$ cat config.mk
export PLATFORM = sky130hd
export DESIGN_NAME = rr_arb_mux_pipe
export DESIGN_NICKNAME = d
export VERILOG_FILES = /design/src/rtl/rr_arb_mux_pkg.sv /design/src/rtl/rr_arb_onehot.sv /design/src/rtl/rr_arb_mux_pipe.sv
export SDC_FILE = /design/constraint.sdc
export NUM_CORES = 1
export LEC_CHECK = 0
export CAP_MARGIN = 5
export CORE_MARGIN = 5
export CORE_UTILIZATION = 38
export CTS_BUF_LIST = sky130_fd_sc_hd__clkbuf_2 sky130_fd_sc_hd__clkbuf_4 sky130_fd_sc_hd__clkbuf_8
export DETAILED_ROUTE_END_ITERATION = 7
export GPL_TIMING_DRIVEN = 0
export PLACE_DENSITY_LB_ADDON = 0.3
export SYNTH_ARGS = -nofsm -noshare
export SYNTH_HDL_FRONTEND = slang
export SYNTH_SLANG_ARGS = --single-unit
$ cat constraint.sdc
create_clock -name clk -period 4.7 [get_ports clk]
set_clock_uncertainty 0.1 [all_clocks]
set_input_delay 0.94 -clock clk [delete_from_list [all_inputs] [get_ports clk]]
set_output_delay 0.94 -clock clk [all_outputs]
set_load 0.02 [all_outputs]
$ cat src/rtl/rr_arb_mux_pkg.sv
// Shared types and helpers for the round-robin arbiter/mux slice.
// The optional packet lock (RR_ARB_MUX_LOCK_EN) is handled in rr_arb_mux_pipe.
package rr_arb_mux_pkg;

   localparam int RST_PTR_LSB = 1;
   localparam int RR_MAX_W    = 32;

   // Reference round-robin pick for up to RR_MAX_W requesters; unused upper bits must be 0.
   function automatic logic [RR_MAX_W-1:0] rr_first_onehot(
      input logic [RR_MAX_W-1:0] req,
      input logic [RR_MAX_W-1:0] ptr
   );
      logic [RR_MAX_W-1:0] masked;
      masked = req & ~(ptr - RR_MAX_W'(1));
      if (|masked)
         return masked & (~masked + RR_MAX_W'(1));
      else
         return req & (~req + RR_MAX_W'(1));
   endfunction

endpackage

$ cat src/rtl/rr_arb_onehot.sv
// Combinational round-robin picker: first set bit of req at or above the
// one-hot ptr, wrapping to bit 0, computed on a double-width request vector.
module rr_arb_onehot #(
   parameter int WIDTH = 4
) (
   input  logic [WIDTH-1:0] req,
   input  logic [WIDTH-1:0] ptr,
   output logic [WIDTH-1:0] grant
);

   logic [WIDTH-1:0]   below_ptr;
   logic [WIDTH-1:0]   masked;
   logic [2*WIDTH-1:0] dbl;
   logic [2*WIDTH-1:0] dbl_low;

   assign below_ptr = ptr - WIDTH'(1);
   assign masked    = req & ~below_ptr;

   // Lower half holds requests at/above ptr, upper half the wrapped full set;
   // isolating the lowest set bit picks from the upper half only if the lower is empty.
   assign dbl       = {req, masked};
   assign dbl_low   = dbl & ~(dbl - (2*WIDTH)'(1));
   assign grant     = dbl_low[WIDTH-1:0] | dbl_low[2*WIDTH-1:WIDTH];

endmodule

$ cat src/rtl/rr_arb_mux_pipe.sv
// Round-robin arbiter + one-hot AND-OR payload mux + 1-deep output register.
// Define RR_ARB_MUX_LOCK_EN to hold the grant on one channel until v_last.
module rr_arb_mux_pipe
   import rr_arb_mux_pkg::*;
#(
   parameter int WIDTH     = 4,
   parameter int PLD_WIDTH = 32
) (
   input  logic                 clk,
   input  logic                 rst,
   input  logic [WIDTH-1:0]     v_vld,
   output logic [WIDTH-1:0]     v_rdy,
   input  logic [PLD_WIDTH-1:0] v_pld [WIDTH-1:0],
   input  logic [WIDTH-1:0]     v_last,
   output logic                 out_vld,
   input  logic                 out_rdy,
   output logic [PLD_WIDTH-1:0] out_pld,
   output logic [WIDTH-1:0]     out_sel,
   output logic                 out_last
);

   logic [WIDTH-1:0]     prio_ptr_reg;
   logic [WIDTH-1:0]     arb_grant;
   logic [WIDTH-1:0]     grant;
   logic [WIDTH-1:0]     ptr_next;
   logic                 slot_free;
   logic                 acc;
   logic                 acc_last;
   logic [PLD_WIDTH-1:0] gated_pld [WIDTH-1:0];
   logic [PLD_WIDTH-1:0] mux_pld;

   logic                 out_vld_reg;
   logic [PLD_WIDTH-1:0] out_pld_reg;
   logic [WIDTH-1:0]     out_sel_reg;
   logic                 out_last_reg;

   rr_arb_onehot #(.WIDTH(WIDTH)) u_arb (
      .req   (v_vld),
      .ptr   (prio_ptr_reg),
      .grant (arb_grant)
   );

`ifdef RR_ARB_MUX_LOCK_EN
   logic             lock_reg;
   logic [WIDTH-1:0] lock_sel_reg;

   assign grant = lock_reg ? (lock_sel_reg & v_vld) : arb_grant;
`else
   assign grant = arb_grant;
`endif

   assign slot_free = ~out_vld_reg | out_rdy;
   assign v_rdy     = grant & {WIDTH{slot_free}};
   assign acc       = |(v_vld & v_rdy);
   assign acc_last  = |(v_last & grant);
   assign ptr_next  = {grant[WIDTH-2:0], grant[WIDTH-1]};

   genvar gi;
   generate
      for (gi = 0; gi < WIDTH; gi++) begin : g_gate
         assign gated_pld[gi] = v_pld[gi] & {PLD_WIDTH{grant[gi]}};
      end
   endgenerate

   always_comb begin
      mux_pld = '0;
      for (int i = 0; i < WIDTH; i++)
         mux_pld = mux_pld | gated_pld[i];
   end

   // Output slice: load on accept, drop valid when a beat drains with nothing behind it.
   always_ff @(posedge clk) begin
      if (rst) begin
         out_vld_reg  <= 1'b0;
         out_pld_reg  <= '0;
         out_sel_reg  <= '0;
         out_last_reg <= 1'b0;
      end else if (acc) begin
         out_vld_reg  <= 1'b1;
         out_pld_reg  <= mux_pld;
         out_sel_reg  <= grant;
         out_last_reg <= acc_last;
      end else if (out_rdy) begin
         out_vld_reg  <= 1'b0;
      end
   end

`ifdef RR_ARB_MUX_LOCK_EN
   // Mid-packet beats keep the lock and freeze the pointer; the last beat rotates it.
   always_ff @(posedge clk) begin
      if (rst) begin
         prio_ptr_reg <= WIDTH'(RST_PTR_LSB);
         lock_reg     <= 1'b0;
         lock_sel_reg <= '0;
      end else if (acc) begin
         lock_reg     <= ~acc_last;
         lock_sel_reg <= grant;
         if (acc_last)
            prio_ptr_reg <= ptr_next;
      end
   end
`else
   always_ff @(posedge clk) begin
      if (rst)
         prio_ptr_reg <= WIDTH'(RST_PTR_LSB);
      else if (acc)
         prio_ptr_reg <= ptr_next;
   end
`endif

   assign out_vld  = out_vld_reg;
   assign out_pld  = out_pld_reg;
   assign out_sel  = out_sel_reg;
   assign out_last = out_last_reg;

endmodule
Yosys cells after proc, flatten, opt, wreduce, memory -nomap -nowiden
Cells that the tools add are included.
W data, S select, Z words.

cells by class
  multiply operators = 0
  shift-type cells = 0
  equal/unequal tests = 0
  multiplexer cells = 2
  bitwise operators = 17
  $lt $le $gt $ge = 0
  div/mod/pow operators = 0
  reduce and logical (&&, ||, !) cells = 3
  $add $sub $neg = 2

operators by type and width
  cell                   number
  $and A32 B32 Y32       4
  $or A32 B32 Y32        3
  $and A4 B4 Y4          4
  $and A8 B8 Y8          1
  $not A8 Y8             1
  $reduce_or A4 Y1       2
  $sub A8 B1 Y8 const B  1
  $not A4 Y4             1
  $or A4 B4 Y4           1
  $sub A4 B1 Y4 const B  1
  $mux W1                2
  $reduce_bool A2 Y1     1
  $not A1 Y1             1
  $or A1 B1 Y1           1

word-level totals
  bits in latches = 0
  flip-flop bits (word level) = 42
  memories = 0
  ROM bits = 0
  memory bits (writable) = 0
  output and inout bits = 42

Depth between registers and ports, before layout
  word-level depth = 11
  mapped depth = 11
  gate-level depth less buffers = 8

Hierarchy
From an unflattened synthesis, not the netlist that was laid out.

second synthesis, totals
  cells, all modules = 284
  area total of the unflattened synthesis = 2501.1 um^2

by module, submodules not included
  module           area each (um^2)  cells each  instances
  rr_arb_mux_pipe  2347.3            261         1
  rr_arb_onehot    153.9             23          1

Worst setup path after synthesis
No wires, ideal clock.

  path type = input to output
  start point = input v_vld[0]
  end point = output v_rdy[3]
  required time = 3.660 ns
  buffers on the path = 1
  cell stages on the path = 6
  arrival = 2.274 ns
  slack = 1.386 ns
  path through = nor4b_1 -> a31oi_1 -> nor3b_2 -> clkbuf_1 -> nand2_1 -> inv_1

between the ends
  cells in the longest elaborated chain, start to end = 6

RTL lines
  what             line                   source
  start, declared  rr_arb_mux_pipe.sv:11  input logic [WIDTH-1:0] v_vld,
  $and A4 B4 Y4    rr_arb_onehot.sv:17    assign masked = req & ~below_ptr;
  $sub A8 B1 Y8 *  rr_arb_onehot.sv:22    assign dbl_low = dbl & ~(dbl - (2*WIDTH)'(1));
  $not A8 Y8 *     rr_arb_onehot.sv:22
  $and A8 B8 Y8 *  rr_arb_onehot.sv:22
  $or A4 B4 Y4 *   rr_arb_onehot.sv:23    assign grant = dbl_low[WIDTH-1:0] | dbl_low[2*WIDTH-1:WIDTH];
  $and A4 B4 Y4 *  rr_arb_mux_pipe.sv:53  assign v_rdy = grant & {WIDTH{slot_free}};
  end, declared    rr_arb_mux_pipe.sv:12  output logic [WIDTH-1:0] v_rdy,

Mark *: on every way between the ends. The rest lies on a longest branch, timed or not.

Worst setup path in the final report
  start point = input v_vld[1]
  end point = output v_rdy[3]

Same word-level chain as after synthesis.

==> impl_metrics.toml <==
[clock_network]
clk_pin_slew_ns = 0.08
cts_root_buffer = "clkbuf_8"
clock-sinks = 39
cts_buffer_depth = 2
clock_latency_ns = 0.28
numCtsBuffers = 5
htreeDepth = 2
holdBufCountCts = 0
cts_tree = "built"

[place]
dpl-instance-area_mm2 = 0.00427
dpl.cell_count = 528
gp_congestion = 0.743
hpwl_mm = 7.43
io_buffers = 179

[floorplanning]
rows = 28
die-area_mm2 = 0.00795
start_util = 0.397
coreArea_mm2 = 0.00599
chipWidth_um = 89.1
die_h_um = 89.1
pin_count = 181

[finish]
drive_gt1_frac = 0.172
multi_input_area_mm2 = 0.00143
utilization = 0.733
diodes = 0
fillers = 489
largest_reg_flops = 32
seqCellArea_um2 = 781
finalNonFillerCells = 539
area_growth_pct = 84.5
finalNetCount = 604
stdcell_area_mm2 = 0.00439

[power_and_ir_drop]
powerDensity_mw_per_mm2 = 443
total_power_mw = 1.94
leakage_nw = 1.73
peakVddDrop_mv = 0.246

[global_routing]
grt_usage = 0.233
grt_start_max_net_pins = 12
grt_pass1_vias = 3073
grt-ovfl-total = 0
antenna_found_initial = 0
grt_pass1_wl_mm = 14.6

[min_path]
hp-class = "reg2reg"

[timing]
finalHoldViolCount = 0
post-route-period-util = 0.958
hold_ws_ns = 0.387
tightest_slew_ns = 0.693
slew_headroom = 0.538
setup_violations = 0
max_freq_mhz = 222
rsz0062_at_grt = "no"
finalCriticalPeriod_ns = 4.50
slew_violations = 0

[logic_synthesis]
syn_avg_cell_area_um2 = 8.69
syn_inst = 274
synth_top_area_frac = 0.328
yosysSeqAreaShare = 0.328
yosysTopAreaCell = "dfxtp_1"
synth_fp_nets = 414
ys_warn_count = 0
async_reset_ff_frac = 0
synth_edf_count = 0
synth.distinct_cells = 35
synth_flop_cell = "dfxtp_1"
synth_area_leaders = "dfxtp_1 (33%), a222oi_1 (14%), nor3_2 (14%)"
synth_seq_cells = 39
syn_area_mm2 = 0.00238

[setup_path]
cp_data_arrival_time_ns = 3.46
critPathLaunchType = "primary input"
crit_type = "in2out"
critical_path_buf_inv_count = 4
path_cells = "clkdlybuf4s50_1 > nor4b_1 > a31oi_1 > nor3b_4 > clkbuf_2 > nand2_1 > inv_1 > clkdlybuf4s50_1"
critPathTopFamily = "buffers and inverters"
cpMaxStageDelayCell = "clkdlybuf4s50_1"
crit_top_cell = "clkdlybuf4s50_1"
endpoint_kind = "output port"
worstPathMaxFanout = 10
crit_required_ns = 3.66
slowest_delay_ns = 0.59

[drt]
avgViaCountPerCell = 5.49
route.detailed.drc = 0
num_vias = 2960
first_pass_iters = 7
drt-wirelength-per-cell_um = 17.4
drt_iter0_markers = 222
postRouteAntennaNets = 0
wl_mm = 9.39

[outcome]
status = "finished clean"

[flow_run]
cap_violations = 0
## synth_stat cells, types with 2 or more instances
master	count
a21oi_1	4
nor2_1	14
o21ai_0	2
buf_4	4
a222oi_1	33
and2_1	3
and3_1	33
dfxtp_1	39
buf_2	4
buf_6	3
inv_1	6
nand2_1	37
clkbuf_1	18
a32o_1	2
nor3_2	33
nor2_2	20
## tightest hold or removal path, cell delays in order, from the launching register on
cell	delay [ns]
dfxtp_1	0.31
o21ai_0	0.07
a21oi_1	0.06
## cells by family (layout without fill, tap and decap cells)
| group | count (synthesis) | after routing | synth area share |
|---|---|---|---|
| XOR/XNOR | 1 | 1 | 0.00368 |
| AO/OA/AOI/OAI | 50 | 50 | 0.199 |
| AND/OR/NAND/NOR | 148 | 148 | 0.391 |
| adder cells (fa/ha/maj) | 1 | 1 | 0.00526 |
| flip-flops | 39 | 39 | 0.328 |
| buffers and inverters | 35 | 225 | 0.0731 |
## layout by cell type, fill, tap and decap left out, types with 2 or more instances in the layout
master and n:
a222oi_1 33, and3_1 33, nor2_1 14, clkdlybuf4s50_1 179, inv_1 6, clkbuf_8 6, and2_1 3, buf_4 8
nor2_2 20, dfxtp_1 39, buf_2 4, nand2_1 37, nor3_2 33, clkbuf_1 17, buf_6 3, a32o_1 2
o21ai_0 2, a21oi_1 4
## layer usage
metal | vias up | share of wire | global-route usage
met5 | - | 0 | 0
met4 | 0 | 0.013 | 0.0555
met3 | 10 | 0.075 | 0.0535
met2 | 128 | 0.54 | 0.434
met1 | 1410 | 0.37 | 0.267
li1 | 1412 | - | -
## layout make-up
type / instances / area share
clock inverters: 1 / 0.00114
clock buffers: 6 / 0.0188
well taps: 75 / 0.0214
multi-input cells: 200 / 0.326
plain buffers: 29 / 0.0348
repair buffers: 183 / 0.415
inverters: 6 / 0.00513
flip-flops and latches: 39 / 0.178
## final timing paths
kind,to,cells after the start,slack (ns),from
min reg2reg,out_sel[3]$_SDFFE_PP0P_,2,0.39,out_sel[3]$_SDFFE_PP0P_
max reg2reg,out_sel[2]$_SDFFE_PP0P_,10,1.99,prio_ptr_reg[0]$_SDFFE_PP1P_
max,v_rdy[3],8,0.20,v_vld[1]
min,out_sel[3]$_SDFFE_PP0P_,2,0.39,out_sel[3]$_SDFFE_PP0P_
## report_power, final
part | switching (mW) | internal [mW]
combinational | 0.622 | 0.581
sequential | 0.0712 | 0.438
clock | 0.116 | 0.115
total | 0.809 | 1.13
## metrics by stage
stage,setup slack (ns),setup TNS (ns)
detailed placement,-0.170,-0.170
global placement,-0.0914,-0.0914
CTS,0.114,0
floorplan,1.39,0
finish,0.199,0
global route,0.0479,0
## what timing repair did
item | 4_1_cts | 5_1_grt
pin swaps | 0 | 1
setup buffers | 0 | 4
resized for setup | 2 | 0
endpoints found under the setup margin | 1 | 1
(Power assumes the default switching activity.)
==> RTL edit (same settings) <==
`WIDTH` is set to 4 in 2 places; all go to 5.
--- a/src/rtl/rr_arb_onehot.sv
+++ b/src/rtl/rr_arb_onehot.sv
@@ -1,7 +1,7 @@
 // Combinational round-robin picker: first set bit of req at or above the
 // one-hot ptr, wrapping to bit 0, computed on a double-width request vector.
 module rr_arb_onehot #(
-   parameter int WIDTH = 4
+   parameter int WIDTH = 5
 ) (
    input  logic [WIDTH-1:0] req,
    input  logic [WIDTH-1:0] ptr,
--- a/src/rtl/rr_arb_mux_pipe.sv
+++ b/src/rtl/rr_arb_mux_pipe.sv
@@ -3,7 +3,7 @@
 module rr_arb_mux_pipe
    import rr_arb_mux_pkg::*;
 #(
-   parameter int WIDTH     = 4,
+   parameter int WIDTH     = 5,
    parameter int PLD_WIDTH = 32
 ) (
    input  logic                 clk,
Interface: changed (5 resized); port bits go from 181 to 217. No check against the original RTL was run, so the function may have changed too.
==> RTL edit against the original RTL <==
Final area rose by 39%. Area after synthesis rose by 54%. Utilization fell by 8.1 points. Sequential cell count rose by 1. Power rose by 37%. Sequential share of layout area fell by 4.6 points. Routed wire length rose by 64%. Non-clock buffer count rose by 56. Worst setup slack got worse by 0.13 ns. Via count rose by 59%. Critical path depth fell by 1. Highest routed layer unchanged.
==> RTL edit: results (changes against the original RTL) <==
- Outcome: complete, no violations
- Maximum root-to-sink buffer count: 2 (unchanged)
- Unique masters post-synth: 46 (+31%)
- Largest cells by area after synthesis: sky130_fd_sc_hd__dfxtp_1, sky130_fd_sc_hd__o221ai_2, sky130_fd_sc_hd__o221ai_1, sky130_fd_sc_hd__a221oi_1, sky130_fd_sc_hd__inv_1
- Maximum vdd ir drop: 0.0001905 V (-23%)
- Reg-to-reg endpoint: out_pld[7]$_SDFFE_PP0P_
- Crit Path Max Fanout: 10 (unchanged)
- Antenna violations before repair: 0 (unchanged)
- Iteration-0 DRC Markers: 230 (+3.6%)
- Buffers added on ports: 216 (+21%)
- Post-detailed-placement half-perimeter wirelength: 12.16 mm (+64%)
- Cells on worst reg2reg path: 9 (-1)
- Placer's final routability congestion estimate: 0.7883 (+6.0%)
- Portion of the post-synthesis area used by sequential elements: 0.2185 (-0.1096)
- Endpoint, Worst Hold: out_sel[4]$_SDFFE_PP0P_
- Highest-delay cell along the critical path: sky130_fd_sc_hd__clkdlybuf4s50_1
- Final #Nets: 845 (+40%)
- Vias in the first global route: 4807 (+56%)
- Actual slew at the worst max-slew pin: 0.7150 ns (+0.02212 ns)
- Proportion of synthesized area in mux cells: 0.005804 (+0.005804)
- Xor/xnor share of the synthesized area: 0.002390 (-0.001290)
- Post-synthesis compound-gate area fraction: 0.4592 (+0.2599)
- Syn_nets: 623 (+50%)
- Register-to-register setup slack: 1.67 ns (-0.32 ns)
- Most frequent cells after synthesis: sky130_fd_sc_hd__inv_1, sky130_fd_sc_hd__dfxtp_1, sky130_fd_sc_hd__nand2_1, sky130_fd_sc_hd__o221ai_1, sky130_fd_sc_hd__a31oi_1
- Ratio of cells with drive above 1 in the final layout: 0.1118 (-0.06064)
- First-pass GRT wire length: 24.21 mm (+66%)
- Largest stage delay, worst path: 0.61 ns (+0.02 ns)
- Number of levels the H-tree was split into: 2 (unchanged)
- Worst R2R Start: prio_ptr_reg[0]$_SDFFE_PP1P_
- Total wire length: 15.44 mm (+64%)
- Detailed-route via count: 4719 (+59%)
- Launch point of the worst hold path: out_sel[4]$_SDFFE_PP0P_
- Fraction of the mapped netlist area in adder cells: 0.003414 (-0.001843)
- Prevailing post-synth register cell: sky130_fd_sc_hd__dfxtp_1
- Arr. time, crit path: 3.59 ns (+0.13 ns)
- Post-Route Hold Slack: 0.3808 ns (-0.006545 ns)
- Total leakage power: 0.002345 uW (+36%)
- Clock transition at the registers of the reported paths: 0.08 ns (about the same)
- Drt first pass iters: 5 (-2)
- Total global-route track usage: 0.2554 (+0.02251)
- Cell at the root of the clock tree: sky130_fd_sc_hd__clkbuf_8
==> RTL edit: worst max-delay path, delay by kind of cell <==
kind / cells / cell delay [ns]
multiplexers: 1 / 0.32
buffers and inverters: 3 / 1.51
AND/OR/NAND/NOR: 2 / 0.42
AO/OA/AOI/OAI: 1 / 0.39
==> RTL edit: cell families after synthesis <==
kind of cell	after synthesis
simple gates	97
buf+inv	123
flops	40
mux	2
fa+ha+maj	1
compound gates	185
xor+xnor	1
==> RTL edit: cell type report <==
| cell class | count | area (um2) |
|---|---|---|
| plain buffers | 52 | 290.3 |
| clock buffers | 6 | 76.32 |
| clock inverters | 1 | 5.005 |
| fillers | 822 | 3247 |
| inverters | 70 | 262.8 |
| multi-input cells | 286 | 2322 |
| flip-flops and latches | 40 | 800.8 |
| well taps | 129 | 161.4 |
| repair buffers | 216 | 2162 |
==> RTL edit: what timing repair did <==
item                                   4_1_cts  5_1_grt
resized for setup                            3        5
hold buffers                                 0        0
endpoints found under the hold margin        0        0
setup endpoints to repair                    1        1
==> RTL edit: per-layer routing <==
layer / track usage / routed length (um) / vias to the layer above
met5: 0 / 0 / -
met4: 0.06853 / 346 / 0
met3: 0.05851 / 1354 / 23
met2: 0.4534 / 7750 / 218
met1: 0.3093 / 5986 / 2237
li1: - / - / 2241
==> RTL edit: where the power goes <==
part | internal [uW] | switching (uW) | total [uW]
clock network | 107 | 123 | 230
registers | 476 | 128 | 604
logic | 869 | 964 | 1830
total | 1450 | 1220 | 2670
==> RTL edit: worst max path at each step <==
stage	startpoint	endpoint	slack (ns)	depth (start not counted)
detailed placement	v_vld[0]	v_rdy[1]	-0.12	8
global placement	v_vld[0]	v_rdy[1]	-0.16	8
global route	v_vld[0]	v_rdy[1]	0.008	8
finish	v_vld[4]	v_rdy[3]	0.07	7
CTS	v_vld[4]	v_rdy[1]	0.0002	9
floorplan	v_vld[1]	v_rdy[1]	1.33	7
==> RTL edit: stage by stage <==
| stage | instances | worst slack, ns | TNS [ns] | power, uW | cell area (um2) |
|---|---|---|---|---|---|
| floorplan | 449 | 1.332 | 0 | 1719 | 3665 |
| global route | 800 | 0.008191 | 0 | 2841 | 6081 |
| global placement | 794 | -0.1572 | -0.1572 | 2389 | 5988 |
| CTS | 801 | 0.0001850 | 0 | 2667 | 6076 |
| detailed placement | 794 | -0.1167 | -0.1167 | 2431 | 5988 |
| finish | 800 | 0.07190 | 0 | 2667 | 6081 |
